<file path="src/rtl/fifo_wr_arbiter.sv">
// Round-robin arbiter: four writers, up to BURST words per grant into one FIFO; grant chosen in IDLE, first ack one cycle later.
// Writes are combinational while granted; fifo_full stalls the burst in place, and a one-cycle IDLE gap separates grants.
module fifo_wr_arbiter #(
   parameter int DW    = 8,
   parameter int BURST = 4
) (
   input  logic            clk,
   input  logic            rst,
   input  logic [3:0]      req,
   input  logic [4*DW-1:0] din,
   output logic [3:0]      ack,
   input  logic            fifo_full,
   output logic            fifo_wr_en,
   output logic [DW-1:0]   fifo_din,
   output logic [1:0]      grant_id,
   output logic            busy
);

   typedef enum logic {
      IDLE  = 1'b0,
      GRANT = 1'b1
   } state_t;

   localparam logic [3:0] BURST_LEN = 4'(BURST);

   state_t     state_q, state_d;
   logic [1:0] grant_id_q, grant_id_d;
   logic [1:0] last_q, last_d;
   logic [3:0] cnt_q, cnt_d;
   logic       busy_q, busy_d;

   logic [DW-1:0] lane [4];
   logic [1:0]    pick;
   logic          accept;

   always_comb begin
      for (int i = 0; i < 4; i++) begin
         lane[i] = din[i*DW +: DW];
      end
   end

   // Walk offsets 4..1 from last so the nearest requester after last wins.
   always_comb begin
      pick = last_q;
      for (int k = 4; k >= 1; k--) begin
         if (req[last_q + 2'(k)]) begin
            pick = last_q + 2'(k);
         end
      end
   end

   assign accept = (state_q == GRANT) && req[grant_id_q] && !fifo_full;

   always_comb begin
      ack = 4'b0000;
      if (accept) begin
         ack[grant_id_q] = 1'b1;
      end
      fifo_din = (state_q == GRANT) ? lane[grant_id_q] : '0;
   end

   assign fifo_wr_en = accept;
   assign grant_id   = grant_id_q;
   assign busy       = busy_q;

   always_comb begin
      state_d    = state_q;
      grant_id_d = grant_id_q;
      last_d     = last_q;
      cnt_d      = cnt_q;
      case (state_q)
         IDLE: begin
            if (req != 4'b0000) begin
               state_d    = GRANT;
               grant_id_d = pick;
               cnt_d      = 4'd0;
            end
         end
         GRANT: begin
            if (accept) begin
               cnt_d = cnt_q + 4'd1;
            end
            // Requester withdrawal ends the grant even if words remain in the burst.
            if (!req[grant_id_q] || (accept && cnt_d == BURST_LEN)) begin
               state_d = IDLE;
               last_d  = grant_id_q;
            end
         end
      endcase
      busy_d = (state_d == GRANT);
   end

   always_ff @(posedge clk) begin
      if (!rst) begin
         state_q    <= IDLE;
         grant_id_q <= 2'd0;
         last_q     <= 2'd3;
         cnt_q      <= 4'd0;
         busy_q     <= 1'b0;
      end else begin
         state_q    <= state_d;
         grant_id_q <= grant_id_d;
         last_q     <= last_d;
         cnt_q      <= cnt_d;
         busy_q     <= busy_d;
      end
   end

endmodule

</file>
<file path="config.mk">
export PLATFORM = sky130hd
export DESIGN_NAME = fifo_wr_arbiter
export DESIGN_NICKNAME = d
export VERILOG_FILES = /design/src/rtl/fifo_wr_arbiter.sv
export SDC_FILE = /design/constraint.sdc
export NUM_CORES = 1
export LEC_CHECK = 0
export CAP_MARGIN = 20
export CELL_PAD_IN_SITES_DETAIL_PLACEMENT = 1
export CELL_PAD_IN_SITES_GLOBAL_PLACEMENT = 1
export CORE_AREA = 8 8 49 91
export DETAILED_ROUTE_END_ITERATION = 16
export DIE_AREA = 0 0 57 99
export PLACE_DENSITY_LB_ADDON = 0.1
export SYNTH_ARGS = -nofsm -noshare
export SYNTH_HDL_FRONTEND = slang
export SYNTH_SLANG_ARGS = --single-unit
</file>
<file path="constraint.sdc">
create_clock -name clk -period 5.3 [get_ports clk]
set_input_delay 1.325 -clock clk [delete_from_list [all_inputs] [get_ports clk]]
set_output_delay 1.325 -clock clk [all_outputs]
set_load 0.01 [all_outputs]
</file>
==> results.cfg <==
[placed_design]
io_buffers = 54
gp_congestion = 0.734
place_ws_ns = 0.602
place_hpwl_um = 2540

[power]
pwr-share-seq = 0.311
ir_drop_mv = 0.215
p_int_w = 0.000202
power_density_nw_per_um2 = 194
clkPwrFrac = 0.278
p_comb_frac = 0.411
swShare = 0.281
leakagePower_nw = 0.550
switchingPower_w = 0.0000789

[clocking]
root_buffer = clkbuf_8
cts.clk_slew.worst_paths_ns = 0.04
cts_tree = yes
insertion_delay_ns = 0.23
cts_setup_buffers = 0
cts.repair.resized = 0
clock_path_buffers = 2
cts.htree.levels = 1
cts_inserted_buffers = 3
clkSinkCount = 9
cts_hold_buf = 0

[timing]
worst_slack_ns = 0.622
setup_violations = 0
max_freq_ghz = 0.214
finalClockSkew_ns = 0.00514
fin_crit_ns = 4.68
worst_pin_slew_ns = 0.684
timing.final.crit_share = 0.883
setup_tns_ns = 0
slew_violations = 0
rsz0062_at_grt = false
hold_violations = 0
slew_headroom = 0.544

[logic_synthesis]
postSynthCellCount = 92
synthArstFlopShare = 0
netlist_area_sq_um = 851
yosysWarnings = 0
synthAdderAreaFrac = 0.0147
synth_top_family_by_area = multiplexers
seq_area_frac_synth = 0.212
syn_nets = 132
synthDistinctLibCells = 38
synthSimpleGateAreaFrac = 0.237
muxShareOfSynthArea = 0.290
syn_avg_cell_area_sq_um = 9.25
synth-xor-area-share = 0.0103
ys.flop_type = dfxtp_1
synth_edf_count = 0
synth_compound_area_frac = 0.176
synth_seq_cells = 9

[global_routing]
grt_overflow = 0
grt_max_degree = 20
antenna_found_initial = 0
grt_pass1_vias = 1016
track_usage = 0.109
grt_pass1_wl_um = 5020

[route]
route.vias.total = 942
wl_per_cell_um = 17.5
drt_pass1_iterations = 4
drtAntennaViolNets = 0
wl_um = 3110
viasPerCell = 5.32
drtIter0Drc = 10
drc_errors = 0

[setup_path]
cp.arrival_ns = 3.35
startpoint_type = input port
cp-end-kind = output pin
worstPathRequired_ns = 3.97
crit_type = in2out
path_max_fanout = 6

[floorplan]
rows = 30
die_h_um = 99
initial_core_util = 0.258
die_w_um = 57
die-area_sq_um = 5640
coreArea_sq_um = 3300
ios = 55

[worst_hold_path]
hp-class = reg2reg

[cells_and_area]
layout.nets = 186
final_cell_mix = clkdlybuf4s50_1, dfxtp_1, and2_1, a21oi_1, nand2_1
synthToLayoutAreaGrowth_pct = 70.7
layout-drive-gt1-share = 0.103
num_antenna_cells = 0
multi_input_area_sq_um = 619
fillers = 394
seqCellArea_sq_um = 180
layout_commonest_cell = clkdlybuf4s50_1

[job]
drv_cap = 0

[run_status]
status = finished clean
-- synth_stat cells (all sizes together) (4+ instances only) --
cell,instances,share of area
buf,4,0.029
and2,8,0.059
mux4,8,0.23
dfxtp,9,0.21
inv,5,0.022
nand2,6,0.026
a21oi,8,0.047
-- sequential cells by signal, summed over array words and instances (netlist names) --
| signal | cells |
|---|---|
| cnt_q | 4 |
| grant_id | 2 |
| last_q | 2 |
| busy | 1 |
-- power groups by stage --
stage / Combinational (W) / Clock, W / Sequential [W]
2_1_floorplan: 0.0000658 / 0 / 0.0000789
6_report: 0.000115 / 0.0000781 / 0.0000876
3_3_place_gp: 0.000115 / 0 / 0.0000888
3_5_place_dp: 0.000117 / 0 / 0.0000891
5_1_grt: 0.000124 / 0.0000848 / 0.0000893
4_1_cts: 0.000117 / 0.0000808 / 0.0000879
-- final cells by class --
cell class,count,area share
clock buffer,3,0.0284
clock inverter,1,0.00345
inverter,5,0.0129
multi-input combinational,72,0.426
sequential,9,0.124
tap,32,0.0276
timing repair buffer,55,0.377
-- metrics by stage --
step | util | hold slack (ns) | power [W] | area, sq um | cells
global placement | 0.426 | 0.531 | 0.000204 | 1410 | 173
floorplan | - | 0.481 | 0.000145 | 851 | 92
detailed placement | 0.426 | 0.530 | 0.000206 | 1410 | 173
global route | 0.440 | 0.575 | 0.000299 | 1450 | 177
CTS | 0.440 | 0.535 | 0.000286 | 1450 | 177
finish | 0.440 | 0.538 | 0.000281 | 1450 | 177
-- cells by family (layout without fill, tap and decap cells) --
kind of cell             after synthesis  in the layout
multiplexers                          12             12
buffers and inverters                 11             64
adder cells (fa/ha/maj)                1              1
AO/OA/AOI/OAI                         23             23
AND/OR/NAND/NOR                       35             35
XOR/XNOR                               1              1
flip-flops                             9              9
-- critical path, cell delays in order --
cell and delay [ns]:
clkdlybuf4s50_1 0.49, mux2_4 0.31, a22o_2 0.27, nand2_1 0.17, inv_1 0.12, and3_1 0.19, clkdlybuf4s50_1 0.47
-- path summary, 6_finish.rpt --
kind	startpoint	endpoint	slack (ns)	depth (start not counted)
min reg2reg	cnt_q[1]$_SDFFE_PN0P_	cnt_q[1]$_SDFFE_PN0P_	0.54	2
max	req[3]	ack[3]	0.62	7
max reg2reg	grant_id[0]$_SDFFE_PN0P_	last_q[1]$_SDFFE_PN1P_	3.25	6
min	cnt_q[1]$_SDFFE_PN0P_	cnt_q[1]$_SDFFE_PN0P_	0.54	2
-- layer usage --
metal	wire (um)	part of all wire	global-route usage
met4	0	0	0.0200
met5	0	0	0
met2	1530	0.49	0.180
met3	223	0.072	0.0463
met1	1350	0.44	0.126
Note: power is estimated with default switching activity, not from simulation.
